==> config.mk <==
export PLATFORM = sky130hd
export DESIGN_NAME = lcd_text_arbiter
export DESIGN_NICKNAME = d
export VERILOG_FILES = /design/src/rtl/lcd_pkg.sv /design/src/rtl/lcd_text_ram.sv /design/src/rtl/lcd_text_arbiter.sv
export SDC_FILE = /design/constraint.sdc
export NUM_CORES = 1
export LEC_CHECK = 0
export ABC_AREA = 1
export CAP_MARGIN = 20
export CORE_AREA = 8 8 268 270
export DETAILED_ROUTE_END_ITERATION = 10
export DIE_AREA = 0 0 276 278
export SETUP_SLACK_MARGIN = 0.15
export SLEW_MARGIN = 30
export SYNTH_ARGS = -nofsm -noshare
export SYNTH_HDL_FRONTEND = slang
export SYNTH_HIERARCHICAL = 1
export SYNTH_SLANG_ARGS = --single-unit
==> constraint.sdc <==
create_clock -name clk -period 9.57 [get_ports clk]
set_input_delay 1.914 -clock clk [delete_from_list [all_inputs] [get_ports clk]]
set_output_delay 1.914 -clock clk [all_outputs]
set_load 0.01 [all_outputs]
==> src/rtl/lcd_pkg.sv <==
// Shared types and constants for the LCD text buffer arbiter and its RAM.
package lcd_pkg;

    localparam int         LCD_ADDR_W     = 6;
    localparam int         LCD_DATA_W     = 8;
    localparam int         LCD_LINE_WIDTH = 16;
    localparam logic [7:0] LCD_SPACE_CHAR = 8'h20;

    typedef enum logic [2:0] {
        CLEAR   = 3'd0,
        IDLE    = 3'd1,
        ARM     = 3'd2,
        PRINT   = 3'd3,
        HOLDOFF = 3'd4
    } lcd_state_e;

    // Buffer address of a (line, column) character cell.
    function automatic logic [LCD_ADDR_W-1:0] lcd_addr(input logic [1:0] line,
                                                       input logic [3:0] col);
        return LCD_ADDR_W'(int'(line) * LCD_LINE_WIDTH + int'(col));
    endfunction

endpackage

==> src/rtl/lcd_text_ram.sv <==
// 1-write/1-read character RAM: synchronous write, registered read-before-write.
module lcd_text_ram #(
    parameter int ADDR_W = 6,
    parameter int DATA_W = 8
) (
    input  logic              clk,
    input  logic              rst,
    input  logic              wr_en,
    input  logic [ADDR_W-1:0] wr_addr,
    input  logic [DATA_W-1:0] wr_data,
    input  logic [ADDR_W-1:0] rd_addr,
    output logic [DATA_W-1:0] rd_data
);

    logic [DATA_W-1:0] mem [2**ADDR_W];

    always_ff @(posedge clk) begin
        if (wr_en) begin
            mem[wr_addr] <= wr_data;
        end
    end

    // Same-cycle write to rd_addr is not visible until the following read.
    always_ff @(posedge clk or negedge rst) begin
        if (!rst) begin
            rd_data <= '0;
        end else begin
            rd_data <= mem[rd_addr];
        end
    end

endmodule

==> src/rtl/lcd_text_arbiter.sv <==
// Character buffer owner: clears on reset, arbitrates two writers, schedules refreshes.
// Define LCD_ARB_FIXED_PRIO_EN for fixed client-0 priority instead of round-robin.
module lcd_text_arbiter
    import lcd_pkg::*;
#(
    parameter int ADDR_W             = LCD_ADDR_W,
    parameter int DATA_W             = LCD_DATA_W,
    parameter int MIN_REFRESH_CYCLES = 2500,
    parameter int ARM_TIMEOUT        = 15
) (
    input  logic              clk,
    input  logic              rst,
    input  logic              wr0_valid,
    input  logic [ADDR_W-1:0] wr0_addr,
    input  logic [DATA_W-1:0] wr0_data,
    output logic              wr0_ready,
    input  logic              wr1_valid,
    input  logic [ADDR_W-1:0] wr1_addr,
    input  logic [DATA_W-1:0] wr1_data,
    output logic              wr1_ready,
    input  logic [ADDR_W-1:0] drv_addr,
    output logic [DATA_W-1:0] drv_data,
    input  logic              drv_busy,
    output logic              drv_trg,
    output logic              init_done,
    output lcd_state_e        fsm_state
);

    localparam int HOLD_W = $clog2(MIN_REFRESH_CYCLES + 1);
    localparam int ARM_W  = $clog2(ARM_TIMEOUT + 1);

    lcd_state_e        state;
    logic [ADDR_W-1:0] ptr;
    logic              dirty;
    logic [HOLD_W-1:0] holdoff;
    logic [ARM_W-1:0]  arm_cnt;

    logic              grant0;
    logic              grant1;
    logic              wr_any;
    logic              ram_we;
    logic [ADDR_W-1:0] ram_waddr;
    logic [DATA_W-1:0] ram_wdata;

    // Handshake: a client write transfers in the cycle where valid && ready.
    // ready is the combinational grant; it is never asserted during CLEAR.
`ifdef LCD_ARB_FIXED_PRIO_EN
    always_comb begin
        grant0 = 1'b0;
        grant1 = 1'b0;
        if (state != CLEAR) begin
            grant0 = wr0_valid;
            grant1 = wr1_valid && !wr0_valid;
        end
    end
`else
    logic rr;

    always_comb begin
        grant0 = 1'b0;
        grant1 = 1'b0;
        if (state != CLEAR) begin
            if (wr0_valid && wr1_valid) begin
                grant0 = !rr;
                grant1 = rr;
            end else begin
                grant0 = wr0_valid;
                grant1 = wr1_valid;
            end
        end
    end

    // The pointer only moves on a contested cycle; lone requesters leave it alone.
    always_ff @(posedge clk or negedge rst) begin
        if (!rst) begin
            rr <= 1'b0;
        end else if (grant0 && wr1_valid) begin
            rr <= 1'b1;
        end else if (grant1 && wr0_valid) begin
            rr <= 1'b0;
        end
    end
`endif

    assign wr0_ready = grant0;
    assign wr1_ready = grant1;
    assign wr_any    = grant0 || grant1;
    assign fsm_state = state;

    always_comb begin
        ram_we    = wr_any;
        ram_waddr = grant1 ? wr1_addr : wr0_addr;
        ram_wdata = grant1 ? wr1_data : wr0_data;
        if (state == CLEAR) begin
            ram_we    = 1'b1;
            ram_waddr = ptr;
            ram_wdata = DATA_W'(LCD_SPACE_CHAR);
        end
    end

    lcd_text_ram #(
        .ADDR_W (ADDR_W),
        .DATA_W (DATA_W)
    ) u_ram (
        .clk     (clk),
        .rst     (rst),
        .wr_en   (ram_we),
        .wr_addr (ram_waddr),
        .wr_data (ram_wdata),
        .rd_addr (drv_addr),
        .rd_data (drv_data)
    );

    always_ff @(posedge clk or negedge rst) begin
        if (!rst) begin
            state     <= CLEAR;
            ptr       <= '0;
            dirty     <= 1'b0;
            holdoff   <= '0;
            arm_cnt   <= '0;
            drv_trg   <= 1'b0;
            init_done <= 1'b0;
        end else begin
            drv_trg <= 1'b0;
            case (state)
                CLEAR: begin
                    ptr <= ptr + 1'b1;
                    if (ptr == '1) begin
                        init_done <= 1'b1;
                        dirty     <= 1'b1;
                        state     <= IDLE;
                    end
                end
                IDLE: begin
                    if (dirty && !drv_busy && holdoff == '0) begin
                        drv_trg <= 1'b1;
                        dirty   <= 1'b0;
                        arm_cnt <= '0;
                        state   <= ARM;
                    end
                end
                ARM: begin
                    if (drv_busy) begin
                        state <= PRINT;
                    end else if (arm_cnt == ARM_W'(ARM_TIMEOUT - 1)) begin
                        // Driver never started: keep the refresh pending.
                        dirty   <= 1'b1;
                        holdoff <= HOLD_W'(MIN_REFRESH_CYCLES);
                        state   <= HOLDOFF;
                    end else begin
                        arm_cnt <= arm_cnt + 1'b1;
                    end
                end
                PRINT: begin
                    if (!drv_busy) begin
                        holdoff <= HOLD_W'(MIN_REFRESH_CYCLES);
                        state   <= HOLDOFF;
                    end
                end
                HOLDOFF: begin
                    if (holdoff == '0) begin
                        state <= IDLE;
                    end else begin
                        holdoff <= holdoff - 1'b1;
                    end
                end
                default: state <= CLEAR;
            endcase
            // Placed last so an accepted write beats the trigger's clear.
            if (wr_any) begin
                dirty <= 1'b1;
            end
        end
    end

endmodule

After elaboration in Yosys (flattened, before gate mapping)
Memories as Yosys holds them, arrays and structs flattened. A register that Yosys moved wholly into a read port is not among the register bits.
Index checks and enable logic that the tools add are counted.
{ "totals": {"elab_cells": 89, "in_bits": 39, "reg_bits": 29, "ram_bits": 512, "memories": 1} }
{ "op_classes": {"n_reduce_logical": 21, "n_addsub": 3, "n_eq_ne": 19, "muxes": 37} }
{ "mem_list": {"columns": ["name", "words", "width", "read_ports", "rd_ports_with_merged_regs", "wr", "line_no", "text"], "rows": [
  ["u_ram.mem", 64, 8, 1, 1, 1, "lcd_text_ram.sv:15", "logic [DATA_W-1:0] mem [2**ADDR_W];"]
]} }
{ "ops": {"columns": ["cell", "n"], "rows": [
  ["$mux 12", 4],
  ["$pmux 12 s3", 1],
  ["$mux 3", 6],
  ["$mux 1", 16],
  ["$mux 8", 2],
  ["$pmux 3 s5", 1],
  ["$reduce_and 5->1", 3],
  ["$ne 2x2->1 const B", 7],
  ["$logic_not 12->1", 1],
  ["$mux 4", 3],
  ["$mux 6", 2],
  ["$ne 3x3->1 const B", 4],
  ["$sub 12x1->12 const B", 1],
  ["$pmux 4 s2", 1],
  ["$add 6x1->6 const B", 1],
  ["$eq 3x2->1 const B", 2],
  ["$eq 6x6->1 const B", 1],
  ["$reduce_bool 3->1", 2],
  ["$logic_and 1x1->1", 5],
  ["$add 4x1->4 const B", 1],
  ["$eq 4x4->1 const B", 1],
  ["$reduce_and 4->1", 1],
  ["$reduce_bool 2->1", 2],
  ["$reduce_bool 4->1", 1],
  ["other kinds (9)", 11]
]} }

Longest topological paths before layout
Gate-level depths: netlist of run 1.
{ "depth": {"ltp_word": 7, "ltp_mapped": 12, "ltp_nobuf": 11} }

Hierarchy
Netlist of run 1, hierarchy kept.
{ "modules_own_cells": {"columns": ["mod", "cells_per_inst", "area_per_inst_um2", "instances"], "rows": [
  ["lcd_text_ram", 1805, 21379.3, 1],
  ["lcd_text_arbiter", 286, 1968.1, 1]
]} }

Worst setup path before layout of run 1
No wires, ideal clock.
{ "synth_path": {"path_kind": "input port to flip-flop", "from": "input wr1_valid", "to": "memory u_ram.mem[0][2] (data pin)", "cell_stages": 6, "n_path_buf": 1, "required_time_ns": 9.071, "path_slack_ns": 5.020, "t_arrival_ns": 4.051, "path_cell_list": "nand2_1 o21ai_2 inv_1 clkbuf_1 o21ai_0 nor2_1"} }
{ "synth_via": {"elab_chain_len": 5} }
{ "synth_lines": {"columns": ["item", "line_no", "text"], "rows": [
  ["from (decl)", "lcd_text_arbiter.sv:17", "input logic wr1_valid,"],
  ["$logic_and 1x1->1", "lcd_text_arbiter.sv:63", "if (wr0_valid && wr1_valid) begin"],
  ["$mux 1 *", "lcd_text_arbiter.sv:63", null],
  ["$mux 1 *", "lcd_text_arbiter.sv:62", "if (state != CLEAR) begin"],
  ["$mux 8 *", "lcd_text_arbiter.sv:93", "ram_wdata = grant1 ? wr1_data : wr0_data;"],
  ["$mux 8 *", "lcd_text_arbiter.sv:94", "if (state == CLEAR) begin"],
  ["named net ram_wdata[2]", "lcd_text_arbiter.sv:43", "logic [DATA_W-1:0] ram_wdata;"],
  ["to (decl)", "lcd_text_ram.sv:15", null]
]} }
Mark *: on every way through the listed nets, which the timed path passes. The rest lies on a longest branch.

Final worst setup path of run 1
{ "layout_path": {"from": "input wr1_valid", "to": "output wr1_ready"} }
{ "layout_via": {"elab_chain_len": 3} }
{ "layout_lines": {"columns": ["item", "line_no", "text"], "rows": [
  ["$logic_and 1x1->1", "lcd_text_arbiter.sv:63", null],
  ["$mux 1 *", "lcd_text_arbiter.sv:63", null],
  ["$mux 1 *", "lcd_text_arbiter.sv:62", null],
  ["to (decl)", "lcd_text_arbiter.sv:20", "output logic wr1_ready,"]
]} }
Mark *: on every way between the ends. The rest lies on a longest branch, timed or not.

==> results of run 1 <==
## worst paths after layout
path | slack (ns) | startpoint | end | cells past startpoint
setup / recovery | 4.09 | wr1_valid | wr1_ready | 7
hold / removal | 0.48 | dirty$_DFFE_PN0P_ | dirty$_DFFE_PN0P_ | 2
setup reg to reg | 5.64 | rr$_DFFE_PN0P_ | u_ram/mem[30][3]$_DFFE_PP_ | 8
hold reg to reg | 0.48 | dirty$_DFFE_PN0P_ | dirty$_DFFE_PN0P_ | 2
max in group asynchronous | 7.88 | rst | u_ram/rd_data[7]$_DFF_PN0_ | 1
min in group asynchronous | 1.31 | rst | fsm_state[1]$_DFFE_PN0P_ | 1
## power by group through the flow
| stage | registers [mW] | clock network, mW | logic, mW |
|---|---|---|---|
| 3_3_place_gp | 3.33 | 0 | 1.52 |
| 4_1_cts | 3.29 | 2.28 | 1.55 |
| 6_report | 3.28 | 2.24 | 1.54 |
| 3_5_place_dp | 3.33 | 0 | 1.54 |
| 2_1_floorplan | 3.33 | 0 | 0.860 |
| 5_1_grt | 3.30 | 2.37 | 1.67 |
## worst min-delay path, cell delays in order, from the launching register on
cell and delay [ns]:
dfrtp_1 0.35, nand2_1 0.05, nand2_1 0.04
## area by class of cell
cell class | instances | area share (%)
multi-input cells | 1375 | 23.11
repair buffers | 78 | 2.773
inverters | 49 | 0.7420
flip-flops and latches | 549 | 61.96
clock buffers | 64 | 5.522
well taps | 882 | 4.195
clock inverters | 42 | 1.693
## flip-flops by register name, indices dropped and copies added, names as in the netlist
name	cells
u_ram/mem	512
dirty	1
fsm_state	3
drv_trg	1
u_ram/rd_data	8
holdoff	12
ptr	6
rr	1
init_done	1
arm_cnt	4
## routing by layer
metal / wire length, um / GRT usage [%] / share of wire (%)
met1: 25760 / 19.99 / 43
met2: 28300 / 24.71 / 47
met3: 4238 / 2.613 / 7.0
met4: 2043 / 5.958 / 3.4
met5: 0 / 0 / 0
## layout by cell type (no fill, tap or decap), types with 12 or more instances in the layout
cell,n
buf_4,24
clkbuf_16,57
clkdlybuf4s50_1,49
clkinv_1,12
clkinv_2,14
dfrtp_1,37
edfxtp_1,512
inv_1,42
nand2_1,715
nand3_1,457
nand4_1,13
nor2_1,102
o21ai_0,20
## logic make-up after synthesis
kind of cell | share of synthesized area, %
AOI/OAI and AO/OA | 0.9808
buffers and inverters | 4.389
DFF | 69.82
adders and majority gates | 0.2680
xor gates and xnor gates | 0.4877
and+or+nand+nor | 24.06
==> flow_summary.json, run 1 <==
{
  "outcome": "completed",
  "synth-seq-cells": 549,
  "final_cells": 3039,
  "synth-seq-area-share_pct": 69.82,
  "drv_cap": 0,
  "cellInternalPower_mw": 4.835,
  "clkPwrFrac_pct": 31.8,
  "synth_ff_type": "edfxtp_1",
  "finalCritPeriodShare_pct": 57.21,
  "ys_top_cells_by_area": "edfxtp_1 66%, nand2_1 11%, nand3_1 9.8%",
  "layout_setup_ws_ns": 4.095,
  "ys_types": 34,
  "rsz0062_at_grt": "false",
  "place.gp.congestion": 0.8471,
  "seqPwrFrac_pct": 46.5,
  "end_kind": "primary output",
  "critical-path-max-stage-delay_ns": 0.56,
  "initial_utilization_pct": 34.46,
  "p_sw_mw": 2.232,
  "placed_cells": 2932,
  "max-vdd-ir-drop_uv": 173.9,
  "nets": 2154,
  "drtAntennaViolNets": 0,
  "crit_required_ns": 7.66,
  "finish.instance_area_um2": 26310,
  "combinationalPowerShare_pct": 21.8,
  "synth_common_cells": "715 x nand2_1, 512 x edfxtp_1, 458 x nand3_1, 109 x nor2_1, 44 x inv_1",
  "antenna_found_initial": 0,
  "post-dp-hpwl_um": 35750,
  "p_total_mw": 7.067,
  "drt_iter0_markers": 1569,
  "post_cts_buffers": 0,
  "ys_async_sr_fraction_pct": 6.740,
  "synthesis.nets": 2135,
  "grt_pass1_vias": 15340,
  "cellPowerDensity_nw_per_um2": 268.6,
  "worstPathArrival_ns": 3.56,
  "vias_per_cell": 5.128,
  "cts-root-buf": "clkbuf_16",
  "fin_skew_ns": 0.01553,
  "max_clock_freq_mhz": 182.6,
  "clockBufferDepth": 3,
  "ctsResizeCount": 0,
  "tns_ns": 0,
  "clk_latency_ns": 0.61,
  "wl_um": 60340,
  "swShare_pct": 31.58,
  "place_ws_ns": 3.610,
  "path_class": "primary input to primary output",
  "drive_above_1_share_pct": 6.537,
  "slew_headroom_pct": 32.37,
  "die_w_um": 276,
  "cts_tree": "built",
  "syn_area_um2": 23350,
  "avgSynthCellArea_um2": 11.17,
  "die_h_um": 278,
  "synth_top_area_share_pct": 65.85,
  "seq_area_um2": 16300,
  "setup_violations": 0,
  "n_antenna_cell": 0,
  "dieArea_um2": 76730,
  "post-route-min-period_ns": 5.475,
  "whs_ns": 0.4799,
  "yosys.area.top_type": "edfxtp_1",
  "hp-class": "flop to flop",
  "place_area_um2": 24400,
  "wire_per_inst_um": 19.85,
  "clkTransAtPathRegs_ns": 0.06,
  "vias": 15580,
  "grt_remaining_overflow": 0,
  "synth_cells": 2091,
  "synth_most_common_cell": "nand2_1",
  "cts_sinks": 549,
  "h-tree-depth": 2,
  "worstSetupStartpointType": "primary input",
  "final_core_utilization_pct": 38.83,
  "grt_pass1_wl_um": 90710,
  "io_pins": 54,
  "track_usage_pct": 15.11,
  "drc": 0,
  "tightest_slew_ns": 1.012,
  "fill_cells": 6499,
  "cts_buffers": 57,
  "hold_viol_final": 0,
  "path_delay_family": "buffers and inverters",
  "grt_start_max_net_pins": 209,
  "slowest_stage": "clkdlybuf4s50_1",
  "row_count": 96,
  "maxSlewViolCount": 0,
  "fp.coreArea_um2": 67750,
  "drtPass1Iterations": 6,
  "path_cells": "clkdlybuf4s50_1 > inv_1 > o21ai_2 > buf_4 > nand2_1 > inv_1 > clkdlybuf4s50_1",
  "ctsHoldBuffers": 0,
  "io_buffers": 53,
  "synth_edf_count": 512,
  "worstPathMaxFanout": 16,
  "p_leak_nw": 9.620,
  "critPathBufInv": 5,
  "syn_to_final_growth_pct": 12.67,
  "synth_warnings": 6,
  "multi_input_area_um2": 6080
}
Note: power is estimated with default switching activity, not from simulation.
==> inputs of run 2 (changes only) <==
==> constraint.sdc (replaced) <==
create_clock -name clk -period 4.85 [get_ports clk]
set_input_delay 0.97 -clock clk [delete_from_list [all_inputs] [get_ports clk]]
set_output_delay 0.97 -clock clk [all_outputs]
set_load 0.01 [all_outputs]
==> flow_summary.json, run 2 (synthesized netlist as in run 1, its figures left out) <==
{
  "initial_utilization_pct": 34.46,
  "drtPass1Iterations": 6,
  "cellPowerDensity_nw_per_um2": 537.3,
  "worstPathMaxFanout": 15,
  "nets": 2167,
  "antenna_found_initial": 0,
  "path_cells": "clkdlybuf4s50_1 > o21ai_2 > inv_1 > nor2_1 > o22ai_1 > nand4_1 > buf_4 > nor2_1",
  "grt_remaining_overflow": 0,
  "io_pins": 54,
  "syn_to_final_growth_pct": 14.05,
  "place.gp.congestion": 0.8476,
  "reg.largest.list": "u_ram/mem (512), holdoff (12), u_ram/rd_data (8)",
  "critical-path-max-stage-delay_ns": 0.60,
  "track_usage_pct": 15.36,
  "worstPathArrival_ns": 3.99,
  "max-vdd-ir-drop_uv": 417.4,
  "drive_above_1_share_pct": 7.469,
  "worstSetupStartpointType": "primary input",
  "post_cts_buffers": 0,
  "tightest_slew_ns": 0.9445,
  "maxSlewViolCount": 0,
  "final_cells": 3053,
  "max_clock_freq_mhz": 266.1,
  "setup_violations": 0,
  "cts_tree": "built",
  "cts_sinks": 549,
  "dieArea_um2": 76730,
  "h-tree-depth": 2,
  "cts_buffers": 55,
  "tns_ns": 0,
  "grt_pass1_vias": 15390,
  "clk_latency_ns": 0.60,
  "crit_top_cell": "nor2_1",
  "multi_input_area_um2": 6080,
  "path_class": "primary input to flop",
  "hp-class": "primary input to async pin",
  "row_count": 96,
  "hold_viol_final": 0,
  "end_kind": "flop",
  "slew_headroom_pct": 37.04,
  "fin_skew_ns": 0.01684,
  "final_cell_mix": "715 x nand2_1, 512 x edfxtp_1, 457 x nand3_1, 102 x nor2_1, 57 x clkbuf_16",
  "fp.coreArea_um2": 67750,
  "io_buffers": 53,
  "cts-root-buf": "clkbuf_16",
  "post-dp-hpwl_um": 36480,
  "vias": 15710,
  "fill_cells": 6465,
  "whs_ns": 0.3734,
  "placed_cells": 2948,
  "ctsHoldBuffers": 0,
  "final_common_cell": "nand2_1",
  "slowest_stage": "o22ai_1",
  "p_leak_nw": 9.769,
  "regMostFlops": "u_ram/mem",
  "drv_cap": 0,
  "grt_pass1_wl_um": 92100,
  "outcome": "completed",
  "post-route-min-period_ns": 3.758,
  "drtAntennaViolNets": 0,
  "grt_start_max_net_pins": 127,
  "ctsResizeCount": 0,
  "clockBufferDepth": 3,
  "die_h_um": 278,
  "die_w_um": 276,
  "reg2regPathDepth": 9,
  "vias_per_cell": 5.147,
  "wire_per_inst_um": 20.00,
  "drc": 0,
  "largest_register_ffs": 512,
  "seq_area_um2": 16300,
  "crit_required_ns": 5.08,
  "drt_iter0_markers": 1493,
  "rsz0062_at_grt": "false",
  "finalCritPeriodShare_pct": 77.48,
  "clkTransAtPathRegs_ns": 0.06,
  "final_core_utilization_pct": 39.30,
  "wl_um": 61060,
  "p_total_mw": 14.31
}
==> run 2: cell types whose count changed in the layout (fill, tap and decap cells not counted), moves of 3 or more <==
cell | before | now
clkinv_1 | 12 | 0
buf_12 | 1 | 10
buf_4 | 24 | 32
clkinv_2 | 14 | 11
clkbuf_1 | 7 | 10
clkbuf_8 | 0 | 5
==> run 2: worst paths after layout <==
check                                    startpoint                          to  slack, ns
min reg2reg                       dirty$_DFFE_PN0P_           dirty$_DFFE_PN0P_       0.47
min                                             rst              rr$_DFFE_PN0P_       0.37
max in group asynchronous                       rst  u_ram/rd_data[1]$_DFF_PN0_       4.08
min in group clk                  dirty$_DFFE_PN0P_           dirty$_DFFE_PN0P_       0.47
max reg2reg                fsm_state[0]$_DFFE_PN0P_  u_ram/mem[42][6]$_DFFE_PP_       1.34
max                                       wr0_valid  u_ram/mem[42][6]$_DFFE_PP_       1.09
==> run 2: cell type report <==
cell class / count / area share (%)
diodes: 2 / 0.01880
inverters: 49 / 0.7237
flip-flops and latches: 549 / 61.22
clock inverters: 31 / 1.748
clock buffers: 72 / 5.756
repair buffers: 93 / 3.557
multi-input cells: 1375 / 22.83
well taps: 882 / 4.145
==> run 2: power breakdown <==
group / internal (mW) / switching (mW)
sequential: 6.30 / 0.157
clock: 2.82 / 1.80
combinational: 0.718 / 2.50
==> run 2: worst max-delay path: cells and delay by family <==
family	cells	cell delay (ns)
buffers and inverters	3	1.24
AOI/OAI and AO/OA	2	0.69
and+or+nand+nor	3	1.08
==> run 2: metal layers <==
metal,share of wire [%],wire [um],track usage (%),vias to the layer above
li1,-,-,-,7336
met1,43,26470,20.66,7700
met2,47,28840,25.32,583
met3,6.8,4179,2.755,94
met4,2.6,1568,4.580,0
met5,0,0,0,-
==> run 2: metrics by stage <==
stage | instance area (um2) | worst slack (ns)
after CTS | 26620 | 1.182
after global placement | 24620 | 0.6439
final | 26630 | 1.092
after floorplan | 23350 | 1.244
after detailed placement | 24620 | 0.5399
after global routing | 26620 | 0.9439
==> inputs of run 3 (changes only) <==
==> constraint.sdc (replaced) <==
create_clock -name clk -period 3.6 [get_ports clk]
set_input_delay 0.72 -clock clk [delete_from_list [all_inputs] [get_ports clk]]
set_output_delay 0.72 -clock clk [all_outputs]
set_load 0.01 [all_outputs]
==> flow_summary.json, run 3 (synthesized netlist as in run 1, its figures left out) <==
{
  "outcome": "completed",
  "drtAntennaViolNets": 0,
  "worstSetupStartpointType": "flop",
  "drive_above_1_share_pct": 10.28,
  "track_usage_pct": 15.32,
  "seq_area_um2": 16300,
  "hold_viol_final": 0,
  "cts_buffers": 56,
  "max_clock_freq_mhz": 319.5,
  "largest_register_ffs": 512,
  "multi_input_area_um2": 6085,
  "final_core_utilization_pct": 40.17,
  "wire_per_inst_um": 19.47,
  "regMostFlops": "u_ram/mem",
  "row_count": 96,
  "die_w_um": 276,
  "post_cts_buffers": 0,
  "combinationalPowerShare_pct": 22.7,
  "drtPass1Iterations": 6,
  "clockBufferDepth": 3,
  "syn_to_final_growth_pct": 16.56,
  "grt_pass1_vias": 15580,
  "vias": 15880,
  "reg.largest.list": "u_ram/mem (512), holdoff (12), u_ram/rd_data (8)",
  "crit_required_ns": 2.88,
  "end_kind": "primary output",
  "final_cells": 3121,
  "finalCritPeriodShare_pct": 86.94,
  "cts_sinks": 549,
  "final_common_cell": "nand2_1",
  "wl_um": 60760,
  "placed_cells": 3014,
  "tightest_slew_ns": 0.9468,
  "drc": 0,
  "grt_pass1_wl_um": 91980,
  "cellPowerDensity_nw_per_um2": 718.9,
  "place.gp.congestion": 0.8826,
  "grt_start_max_net_pins": 133,
  "antenna_found_initial": 0,
  "swShare_pct": 30.83,
  "p_sw_mw": 6.032,
  "clk_latency_ns": 0.62,
  "io_pins": 54,
  "finish.instance_area_um2": 27210,
  "seqPwrFrac_pct": 44.5,
  "post-dp-hpwl_um": 36660,
  "clkPwrFrac_pct": 32.7,
  "maxSlewViolCount": 0,
  "slew_headroom_pct": 36.88,
  "h-tree-depth": 2,
  "drt_iter0_markers": 1553,
  "max-vdd-ir-drop_uv": 534.4,
  "rsz0062_at_grt": "false",
  "die_h_um": 278,
  "grt_remaining_overflow": 0,
  "final_cell_mix": "715 x nand2_1, 512 x edfxtp_1, 457 x nand3_1, 102 x nor2_1, 96 x buf_4",
  "dieArea_um2": 76730,
  "post-route-min-period_ns": 3.130,
  "clkTransAtPathRegs_ns": 0.07,
  "place_area_um2": 25130,
  "cellInternalPower_mw": 13.53,
  "drv_cap": 0,
  "fin_skew_ns": 0.03394,
  "cts-root-buf": "clkbuf_16",
  "vias_per_cell": 5.087,
  "fill_cells": 6457,
  "worstPathMaxFanout": 27,
  "cts_tree": "built",
  "path_class": "flop to primary output",
  "nets": 2234,
  "fp.coreArea_um2": 67750,
  "setup_violations": 0,
  "hp-class": "primary input to async pin",
  "initial_utilization_pct": 34.46,
  "p_leak_nw": 10.16,
  "io_buffers": 53,
  "worstPathArrival_ns": 2.41
}
==> run 3: cell count changes in the layout (fill, tap and decap cells not counted), sizes merged <==
cell	delta
buf	+66
clkbuf	-11
clkinv	+10
bufinv	+3
clkinvlp	+1
inv	-1
==> run 3: stage by stage <==
| step | total power [mW] | TNS [ns] | worst slack [ns] | hold slack (ns) |
|---|---|---|---|---|
| 2_1_floorplan | 11.13 | 0 | 0.2437 | 0.4244 |
| 3_3_place_gp | 13.20 | -0.5998 | -0.07100 | 0.4448 |
| 3_5_place_dp | 13.31 | 0 | 0.01962 | 0.4520 |
| 4_1_cts | 19.69 | 0 | 0.2271 | 0.2824 |
| 5_1_grt | 20.33 | 0 | 0.2579 | 0.1298 |
| 6_report | 19.56 | 0 | 0.4703 | 0.1042 |
==> run 3: critical path: stages (launching register included) <==
cell and delay [ns]:
dfrtp_1 0.43, inv_2 0.08, nand2_4 0.10, inv_1 0.08, nand2_4 0.23, inv_1 0.16, nor2_1 0.16, clkdlybuf4s50_1 0.56
==> run 3: metal layers <==
| layer | wire length [um] | GRT usage (%) |
|---|---|---|
| met4 | 1840 | 5.053 |
| met3 | 4327 | 3.007 |
| met5 | 0 | 0 |
| met2 | 28000 | 24.80 |
| met1 | 26590 | 20.63 |
==> run 3: layout make-up <==
type / instances / share of cell area [%]
Sequential cell: 549 / 59.90
Multi-Input combinational cell: 1375 / 22.36
Timing Repair Buffer: 159 / 5.389
Clock buffer: 61 / 5.366
Tap cell: 882 / 4.055
Clock inverter: 44 / 2.211
Inverter: 49 / 0.7034
Antenna cell: 2 / 0.01839
==> run 3: final timing paths <==
check	to	from	slack, ns	cells after the start
min	rr$_DFFE_PN0P_	rst	0.10	1
max	wr0_ready	fsm_state[0]$_DFFE_PN0P_	0.47	7
min reg2reg	init_done$_DFFE_PN0P_	init_done$_DFFE_PN0P_	0.48	1
max reg2reg	u_ram/mem[33][7]$_DFFE_PP_	fsm_state[0]$_DFFE_PN0P_	0.81	9
min in group clk	init_done$_DFFE_PN0P_	init_done$_DFFE_PN0P_	0.48	1
max in group asynchronous	holdoff[3]$_DFFE_PN0P_	rst	3.09	1
==> run 3: power groups by stage <==
stage                     logic, mW  registers [mW]  clock network, mW
after floorplan                2.29            8.84                  0
after global placement         4.36            8.83                  0
after detailed placement       4.46            8.84                  0
after CTS                      4.47            8.71               6.51
after global routing           4.83            8.77               6.73
final                          4.45            8.71               6.40
==> run 3: what timing repair did <==
action	in CTS	in global routing
gates resized for setup	0	1
hold buffers	0	0
setup endpoints to repair	0	1
